**src/rtl/iz_param_loader.sv**
```systemverilog
// -----------------------------------------------------------------------------
// iz_param_loader
//
// Byte-serial loader for the Izhikevich neuron core parameters. It receives a
// 10-byte frame on an 8-bit bus:
//     SYNC, a_lo, a_hi, b_lo, b_hi, c_lo, c_hi, d_lo, d_hi, chk
// where chk is the XOR of the eight data bytes. The data bytes are assembled in
// shadow registers. All four parameters are then committed together on the edge
// that samples a matching checksum.
//
// Ports:
//   clk          in   1   system clock, rising edge
//   reset        in   1   asynchronous, active-high reset
//   data_in      in   8   loader byte
//   data_valid   in   1   data_in is sampled on every rising edge where this is 1
//   param_a..d   out  16  committed parameters, two's complement
//   params_ready out  1   committed set is trustworthy (low while a frame loads)
//   busy         out  1   a frame is in progress (DATA or CHECK)
//   load_error   out  1   sticky: the last frame failed (checksum or timeout)
// -----------------------------------------------------------------------------
module iz_param_loader #(
    parameter logic [7:0]  SYNC_BYTE      = 8'hA5,
    parameter logic [15:0] TIMEOUT_CYCLES = 16'd1000,  // 0 disables the timeout
    parameter logic [15:0] DEFAULT_A      = 16'h0001,
    parameter logic [15:0] DEFAULT_B      = 16'h000D,
    parameter logic [15:0] DEFAULT_C      = 16'hEFC0,
    parameter logic [15:0] DEFAULT_D      = 16'h0200
) (
    input  logic        clk,
    input  logic        reset,
    input  logic [7:0]  data_in,
    input  logic        data_valid,
    output logic [15:0] param_a,
    output logic [15:0] param_b,
    output logic [15:0] param_c,
    output logic [15:0] param_d,
    output logic        params_ready,
    output logic        busy,
    output logic        load_error
);

    typedef enum logic [1:0] {
        IDLE  = 2'd0,
        DATA  = 2'd1,
        CHECK = 2'd2
    } state_t;

    state_t      state;
    state_t      state_next;
    logic [2:0]  idx;
    logic [7:0]  xor_acc;
    logic [15:0] idle_cnt;
    logic        have_valid;
    logic [7:0]  shadow [8];

    logic        sync_hit;
    logic        data_take;
    logic        chk_take;
    logic        chk_ok;
    logic        commit;
    logic        timeout;
    logic [15:0] idle_next;

    // Saturating increment: a stalled frame with the timeout disabled must
    // not wrap back to a small count.
    assign idle_next = (idle_cnt == 16'hFFFF) ? idle_cnt : idle_cnt + 16'd1;

    assign sync_hit  = (state == IDLE)  && data_valid && (data_in == SYNC_BYTE);
    assign data_take = (state == DATA)  && data_valid;
    assign chk_take  = (state == CHECK) && data_valid;
    assign chk_ok    = (data_in == xor_acc);
    assign commit    = chk_take && chk_ok;

    // The abort happens on the idle edge that would bring the count to
    // TIMEOUT_CYCLES. A byte on that edge is accepted instead.
    assign timeout   = (state != IDLE) && !data_valid &&
                       (TIMEOUT_CYCLES != 16'd0) && (idle_next == TIMEOUT_CYCLES);

    assign busy      = (state != IDLE);

    // ---------------------------------------------------------------- FSM
    always_ff @(posedge clk or posedge reset) begin
        if (reset) begin
            state <= IDLE;
        end else begin
            // NOTE: sequential state is assigned with <= so every register
            // samples pre-edge values regardless of statement order.
            state <= state_next;
        end
    end

    always_comb begin
        // NOTE: the default assignment first means every path assigns
        // state_next, so no latch is inferred.
        state_next = state;
        unique case (state)
            IDLE:    if (sync_hit) state_next = DATA;
            DATA:    if (timeout) state_next = IDLE;
                     else if (data_take && idx == 3'd7) state_next = CHECK;
            CHECK:   if (timeout || chk_take) state_next = IDLE;
            default: state_next = IDLE;
        endcase
    end

    // ------------------------------------------------------ shadow bytes
    // NOTE: the shadow bytes have no reset. They are read only on a commit,
    // and a commit always follows the writing of all eight bytes of the frame.
    always_ff @(posedge clk) begin
        if (data_take) begin
            shadow[idx] <= data_in;
        end
    end

    // ---------------------------------------------------------- datapath
    always_ff @(posedge clk or posedge reset) begin
        if (reset) begin
            idx          <= 3'd0;
            xor_acc      <= 8'd0;
            idle_cnt     <= 16'd0;
            have_valid   <= 1'b0;
            params_ready <= 1'b0;
            load_error   <= 1'b0;
            param_a      <= DEFAULT_A;
            param_b      <= DEFAULT_B;
            param_c      <= DEFAULT_C;
            param_d      <= DEFAULT_D;
        end else begin
            if (sync_hit) begin
                idx     <= 3'd0;
                xor_acc <= 8'd0;
            end else if (data_take) begin
                idx     <= idx + 3'd1;
                xor_acc <= xor_acc ^ data_in;
            end

            if (state == IDLE || data_valid) begin
                idle_cnt <= 16'd0;
            end else begin
                idle_cnt <= idle_next;
            end

            if (sync_hit) begin
                params_ready <= 1'b0;
            end else if (commit) begin
                param_a      <= {shadow[1], shadow[0]};
                param_b      <= {shadow[3], shadow[2]};
                param_c      <= {shadow[5], shadow[4]};
                param_d      <= {shadow[7], shadow[6]};
                have_valid   <= 1'b1;
                params_ready <= 1'b1;
                load_error   <= 1'b0;
            end else if (chk_take || timeout) begin
                // The previously committed set is untouched, so it is
                // trusted again if one was ever committed.
                params_ready <= have_valid;
                load_error   <= 1'b1;
            end
        end
    end

endmodule

```
**config.mk**
```make
export PLATFORM = sky130hd
export DESIGN_NAME = iz_param_loader
export DESIGN_NICKNAME = d
export VERILOG_FILES = /design/src/rtl/iz_param_loader.sv
export SDC_FILE = /design/constraint.sdc
export NUM_CORES = 1
export LEC_CHECK = 0
export BUFFER_PORTS_ARGS = -buffer_cell sky130_fd_sc_hd__clkbuf_2
export CAP_MARGIN = 10
export CELL_PAD_IN_SITES_DETAIL_PLACEMENT = 0
export CELL_PAD_IN_SITES_GLOBAL_PLACEMENT = 1
export CORE_MARGIN = 2
export CORE_UTILIZATION = 48
export DETAILED_ROUTE_END_ITERATION = 7
export PLACE_DENSITY = 0.87
export SLEW_MARGIN = 20
export SYNTH_ARGS = -nofsm -noshare
export SYNTH_HDL_FRONTEND = slang
export SYNTH_SLANG_ARGS = --single-unit
```
**constraint.sdc**
```tcl
create_clock -name clk -period 3.6 [get_ports clk]
set_input_delay 0.36 -clock clk [delete_from_list [all_inputs] [get_ports clk]]
set_output_delay 0.36 -clock clk [all_outputs]
set_load 0.01 [all_outputs]
```
==> impl_metrics.csv, run 1 <==
group,metric,value,unit
logic_synthesis,syn-mean-instance-area,15.24,um^2
logic_synthesis,synthesis.area,6232,um^2
global_route,global_route.usage.total,18.30,%
timing,worst-slew-pin-transition,869.1,ps
cells_and_area,stdcell_area,7436,um^2
setup_path,worst_path_maximum_fanout,11,
setup_path,crit_type,"register to register",
cts,cts.clk_slew.worst_paths,60,ps
timing,count_of_endpoints_failing_setup_in_the_final_report,0,
timing,final.setup.tns,0,ps
place,dp_worst_setup_slack,859.0,ps
routing,wl_per_cell,17.39,um
logic_synthesis,yosys_register_bits,160,
logic_synthesis,ys_dominant_reg_cell,"dfrtp_1",
run,timing.max_cap.violations,0,
setup_path,worst-endpoint-required,3900,ps
cts,tritoncts_clock_tree,"built",
cts,total_clock_buffers_created_by_cts,17,
routing,drt_pre_antenna_iters,5,
cts,cts.sinks,160,
cts,postCtsHoldBufs,0,
logic_synthesis,ys_seq_area_share,69.66,%
setup_path,cp_data_arrival_time,3060,ps
power_and_ir_drop,p_leak,3.259,nW
cells_and_area,area_growth_syn_to_layout,19.31,%
routing,wl,11830,um
cells_and_area,layout-drive-gt1-share,39.76,%
floorplan,floorplan.io_pins,78,
routing,via_per_inst,5.204,
cells_and_area,final_nets,509,
timing,final_worst_path_cycle_share,76.81,%
logic_synthesis,postSynthNetCount,423,
cts,clk_path_buf_depth,2,
floorplan,dieArea,13910,um^2
place,placement.io_buffers,77,
floorplan,die-width,117.9,um
timing,final_critical_path_setup_slack,834.7,ps
routing,drcViolationCount,0,
floorplan,number_of_placement_rows,41,
logic_synthesis,ys_async_sr_fraction,60.00,%
place,detailed_place_hpwl,7554,um
routing,detailedRoute.firstIterationViolations,263,
cells_and_area,most_common_library_cell_in_the_layout_ignoring_fill_and_taps,"dfrtp_1",
setup_path,start_kind,"register",
cts,cts_max_level,4,
timing,achievable-frequency,361.6,MHz
global_route,global_route.overflow_total,0,
floorplan,floorplan.core_area,12670,um^2
cells_and_area,layout.cells.most_common_list,"dfrtp_1 (82), clkbuf_2 (77), mux2_2 (64), edfxtp_1 (64), nor2_1 (29)",
status,outcome,"completed",
timing,finClkSkew,9.932,ps
global_route,grt_antenna_before_repair,0,
logic_synthesis,synth-warning-count,0,
timing,rsz0062_at_grt,"no",
cells_and_area,insertedDiodeCount,0,
place,globalplace.congestion,0.8636,
timing,timing.max_slew.rel_slack,41.99,%
worst_hold_path,min_path_type,"input pin to asynchronous set/reset pin",
power_and_ir_drop,power_density,548.1,nW/um^2
setup_path,endpoint_kind,"register",
place,placedInstanceArea,6819,um^2
timing,timing_hold_violations_final,0,
floorplan,floorplan.die.height,117.9,um
logic_synthesis,syn_inst,409,
timing,finalMaxSlewViolations,0,
global_route,via_count_of_the_first_global_routing_pass,3642,
power_and_ir_drop,max-vdd-ir-drop,273.4,uV
global_route,global_route_wire_length_before_repair,19510,um
floorplan,initial_core_util,49.19,%
cts,clock-root-buffer,"clkbuf_16",
global_route,grt_max_degree,50,
cells_and_area,fillCellCount,1005,
timing,fin_crit,2765,ps
cts,cts.repair.resized,0,
cts,clkLatencyLatePin,420,ps
logic_synthesis,synth_cell_types,47,
logic_synthesis,synth-edff-count,64,
cts,postCtsSetupRepairBufs,0,
routing,detailroute.via_count,3539,
routing,route.antenna.remaining_nets,0,
state kept, by name (all words and copies together) (netlist names), 2 cells and up:
name	flops
xor_acc	8
idx	3
param_b	16
shadow	64
state	2
param_c	16
idle_cnt	16
param_d	16
param_a	16
cell families (layout without fill, tap and decap cells):
kind of cell,after synthesis,count (layout),share of synthesized area [%]
and+or+nand+nor,110,110,9.536
adders and majority gates,3,3,0.6024
AOI/OAI and AO/OA,16,16,1.867
DFF,160,160,69.66
buffers and inverters,21,120,1.746
muxes,68,68,12.23
xor gates and xnor gates,31,31,4.357
critical path, cell delays in order, from the launching register on:
cell	delay [ps]
dfrtp_1	430
ha_1	390
nand4_1	230
or4_4	620
and4_1	230
o21ai_1	150
a211oi_2	100
a21oi_2	170
mux2_1	330
through the flow:
stage / util, % / hold WS, ps / total power, mW / instances
detailed placement: 53.82 / 435.5 / 2.266 / 648
floorplan: - / 422.1 / 2.193 / 409
CTS: 58.61 / 96.89 / 4.110 / 680
finish: 58.68 / 86.92 / 4.075 / 680
global route: 58.68 / 131.7 / 4.234 / 680
global placement: 53.82 / 437.9 / 2.253 / 648
area by class of cell:
type | count | area [um^2] | area share (%)
clock buffers | 22 | 444.2 | 5.973
clock inverters | 10 | 162.7 | 2.187
inverters | 4 | 16.27 | 0.2187
multi-input cells | 228 | 1793 | 24.11
flip-flops and latches | 160 | 4342 | 58.39
well taps | 172 | 215.2 | 2.894
repair buffers | 84 | 462.9 | 6.226
final timing paths:
check | startpoint | endpoint | slack (ps) | cells past startpoint
min in group clk | data_valid | state[1] | 330 | 2
worst max-delay path | idle_cnt[0] | params_ready | 830 | 8
worst max register to register | idle_cnt[0] | params_ready | 830 | 8
max in group asynchronous | reset | param_b[0] | 2720 | 3
worst min register to register | have_valid | have_valid | 450 | 1
worst min-delay path | reset | idx[1] | 90 | 2
routing by layer:
| layer | global-route usage, % | share of wire, % |
|---|---|---|
| met4 | 6.852 | 1.7 |
| met5 | 0 | 0 |
| met1 | 23.77 | 44 |
| met3 | 5.184 | 4.9 |
| met2 | 29.40 | 49 |
where the power goes:
part	switching [mW]	internal, mW
clock	0.678	1.16
combinational	0.117	0.0806
sequential	0.0685	1.97
total	0.864	3.21
cell usage after synthesis (2+ instances only):
| cell | count | share of area (%) |
|---|---|---|
| dfrtp_1 | 82 | 33 |
| edfxtp_1 | 64 | 31 |
| mux2_2 | 64 | 12 |
| nor2_1 | 29 | 1.7 |
| nand2_1 | 26 | 1.6 |
| xor2_1 | 23 | 3.2 |
| dfstp_2 | 14 | 5.9 |
| nand4_1 | 9 | 0.90 |
| xnor2_1 | 8 | 1.1 |
| nand3_1 | 7 | 0.56 |
| nor3_1 | 7 | 0.56 |
| nor4_1 | 7 | 0.70 |
| a21oi_1 | 6 | 0.48 |
| buf_2 | 6 | 0.48 |
| clkbuf_1 | 6 | 0.36 |
| nand2b_1 | 5 | 0.50 |
| inv_1 | 4 | 0.24 |
| and4_1 | 3 | 0.42 |
| ha_1 | 3 | 0.60 |
| mux2i_1 | 3 | 0.48 |
| and2_1 | 2 | 0.20 |
| and3_1 | 2 | 0.20 |
| buf_4 | 2 | 0.24 |
| buf_6 | 2 | 0.36 |
| nor2b_1 | 2 | 0.20 |
| or2_2 | 2 | 0.20 |
Power figures use the tool's default switching activity.
==> run 2: changes to the inputs <==
==> constraint.sdc (replaced) <==
create_clock -name clk -period 2.8 [get_ports clk]
set_input_delay 0.28 -clock clk [delete_from_list [all_inputs] [get_ports clk]]
set_output_delay 0.28 -clock clk [all_outputs]
set_load 0.01 [all_outputs]
==> run 2 against run 1 <==
- critical path depth up 1
- fmax up 4.1%
- non-clock buffer count up 21
- register-to-register slack worse by 690 ps
==> impl_metrics.csv, run 2 (synthesized netlist as in run 1, its figures left out) <==
group,metric,value,unit
cells_and_area,largest_register,"shadow",
routing,detailedRoute.firstIterationViolations,217,
setup_path,cpMaxStageDelayCell,"or4_4",
setup_path,path_buf_inv,1,
power_and_ir_drop,p_leak,3.383,nW
routing,via_per_inst,5.211,
cts,clock-root-buffer,"clkbuf_16",
setup_path,path_delay_family,"simple AND/OR/NAND/NOR gates",
timing,timing.max_slew.rel_slack,63.12,%
power_and_ir_drop,max-vdd-ir-drop,315.4,uV
setup_path,start_kind,"register",
global_route,grt_max_degree,97,
cts,cts.sinks,160,
timing,fin_crit,2656,ps
setup_path,cp_data_arrival_time,2960,ps
setup_path,worst_path_maximum_fanout,7,
routing,drt_pre_antenna_iters,4,
routing,drcViolationCount,0,
setup_path,worst_path_largest_cell_delay,640,ps
cells_and_area,layout.cells.most_common_list,"dfrtp_1 (82), clkbuf_2 (77), mux2_2 (64), edfxtp_1 (64), nor2_1 (29)",
timing,rsz0062_at_grt,"no",
timing,worst-slew-pin-transition,553.2,ps
global_route,global_route.usage.total,19.03,%
cts,total_clock_buffers_created_by_cts,17,
floorplan,initial_core_util,49.19,%
floorplan,die-width,117.9,um
power_and_ir_drop,internal_power,4.258,mW
power_and_ir_drop,sequentialPowerShare,48.4,%
timing,achievable-frequency,376.5,MHz
setup_path,crit_type,"register to register",
cells_and_area,largest_register_ffs,64,
routing,route.antenna.remaining_nets,0,
cells_and_area,most_common_library_cell_in_the_layout_ignoring_fill_and_taps,"dfrtp_1",
cells_and_area,area_growth_syn_to_layout,22.51,%
timing,finClkSkew,9.305,ps
timing,final.setup.tns,0,ps
setup_path,critical_path.reg2reg.startpoint,"idle_cnt[0]",
routing,detailroute.via_count,3653,
setup_path,startpoint,"idle_cnt[0]",
power_and_ir_drop,power.share.clock,46.6,%
timing,timing_hold_violations_final,0,
floorplan,dieArea,13910,um^2
place,globalplace.congestion,0.8985,
status,outcome,"completed",
cts,cts_max_level,4,
timing,count_of_endpoints_failing_setup_in_the_final_report,0,
cts,tritoncts_clock_tree,"built",
setup_path,endpoint_kind,"register",
cells_and_area,layout-drive-gt1-share,42.34,%
cells_and_area,final_nets,530,
setup_path,worst-endpoint-required,3100,ps
cts,clkLatencyLatePin,420,ps
global_route,global_route_wire_length_before_repair,20190,um
routing,wl,12450,um
cells_and_area,insertedDiodeCount,0,
floorplan,floorplan.die.height,117.9,um
power_and_ir_drop,power_density,708.2,nW/um^2
setup_path,timing.reg2reg.setup_slack,140,ps
place,detailed_place_hpwl,7845,um
power_and_ir_drop,switching_share,21.26,%
worst_hold_path,min_path_type,"input pin to register",
cts,clk_path_buf_depth,2,
worst_hold_path,hold_path_startpoint,"data_valid",
floorplan,floorplan.io_pins,78,
timing,finalMaxSlewViolations,0,
place,placement.io_buffers,77,
routing,wl_per_cell,17.75,um
power_and_ir_drop,switching_power,1.149,mW
cts,cts.clk_slew.worst_paths,60,ps
power_and_ir_drop,power.combinational.fraction,5.0,%
setup_path,crit_chain,"ha_2 > nand4_1 > or4_4 > buf_4 > and3_4 > nand3b_4 > a211oi_2 > a21oi_2 > mux2_1",
run,timing.max_cap.violations,0,
floorplan,number_of_placement_rows,41,
global_route,global_route.overflow_total,0,
global_route,grt_antenna_before_repair,0,
global_route,via_count_of_the_first_global_routing_pass,3780,
timing,final_worst_path_cycle_share,94.87,%
cells_and_area,final_core_util,60.25,%
floorplan,floorplan.core_area,12670,um^2
## run 2: layout make-up
type                       instances  area [um^2]
fill                             977         5036
multi-input combinational        228         1785
inverter                           4        16.27
sequential                       160         4342
clock inverter                    12        206.4
tap                              172        215.2
clock buffer                      20        446.7
timing repair buffer             105        623.1
## run 2: through the flow
| step | setup slack [ps] | hold WS, ps | power [mW] | instance area, um^2 | instances |
|---|---|---|---|---|---|
| after floorplan | 37.80 | 378.9 | 2.819 | 6232 | 409 |
| after global placement | 254.9 | 420.7 | 2.915 | 6939 | 664 |
| after detailed placement | 164.1 | 431.7 | 2.932 | 6939 | 664 |
| after CTS | 146.0 | 231.2 | 5.459 | 7602 | 697 |
| after global routing | 10.08 | 261.0 | 5.608 | 7635 | 701 |
| final | 143.8 | 238.6 | 5.407 | 7635 | 701 |
## run 2: worst paths after layout
| path | cells after the start | end |
|---|---|---|
| max in group asynchronous | 4 | param_c[10] |
| worst max-delay path | 9 | params_ready |
| worst min-delay path | 2 | state[1] |
| min in group asynchronous | 4 | idle_cnt[4] |
| worst max register to register | 9 | params_ready |
| worst min register to register | 1 | have_valid |
## run 2: power groups by stage
stage          sequential [mW]  combinational [mW]  clock, mW
2_1_floorplan             2.64               0.176          0
6_report                  2.62               0.268       2.52
3_5_place_dp              2.66               0.270          0
4_1_cts                   2.62               0.274       2.57
5_1_grt                   2.63               0.307       2.67
3_3_place_gp              2.65               0.260          0
## run 2: metal layers
| layer | wire, um | GRT usage (%) | up-vias |
|---|---|---|---|
| met2 | 6451 | 31.65 | 107 |
| met5 | 0 | 0 | - |
| met4 | 171 | 6.627 | 0 |
| li1 | - | - | 1682 |
| met1 | 5308 | 24.37 | 1846 |
| met3 | 515 | 4.797 | 18 |
## run 2: repair_timing
item	in CTS	in global routing
hold buffers	1	0
buffers inserted	0	4
gates resized for setup	0	1
setup endpoints to repair	0	1
hold endpoints to repair	82	0
## run 2: worst register-to-register path: stages (launching register included)
cell and delay (ps):
dfrtp_1 440, ha_2 250, nand4_1 190, or4_4 640, buf_4 180, and3_4 180, nand3b_4 70, a211oi_2 70
a21oi_2 180, mux2_1 340
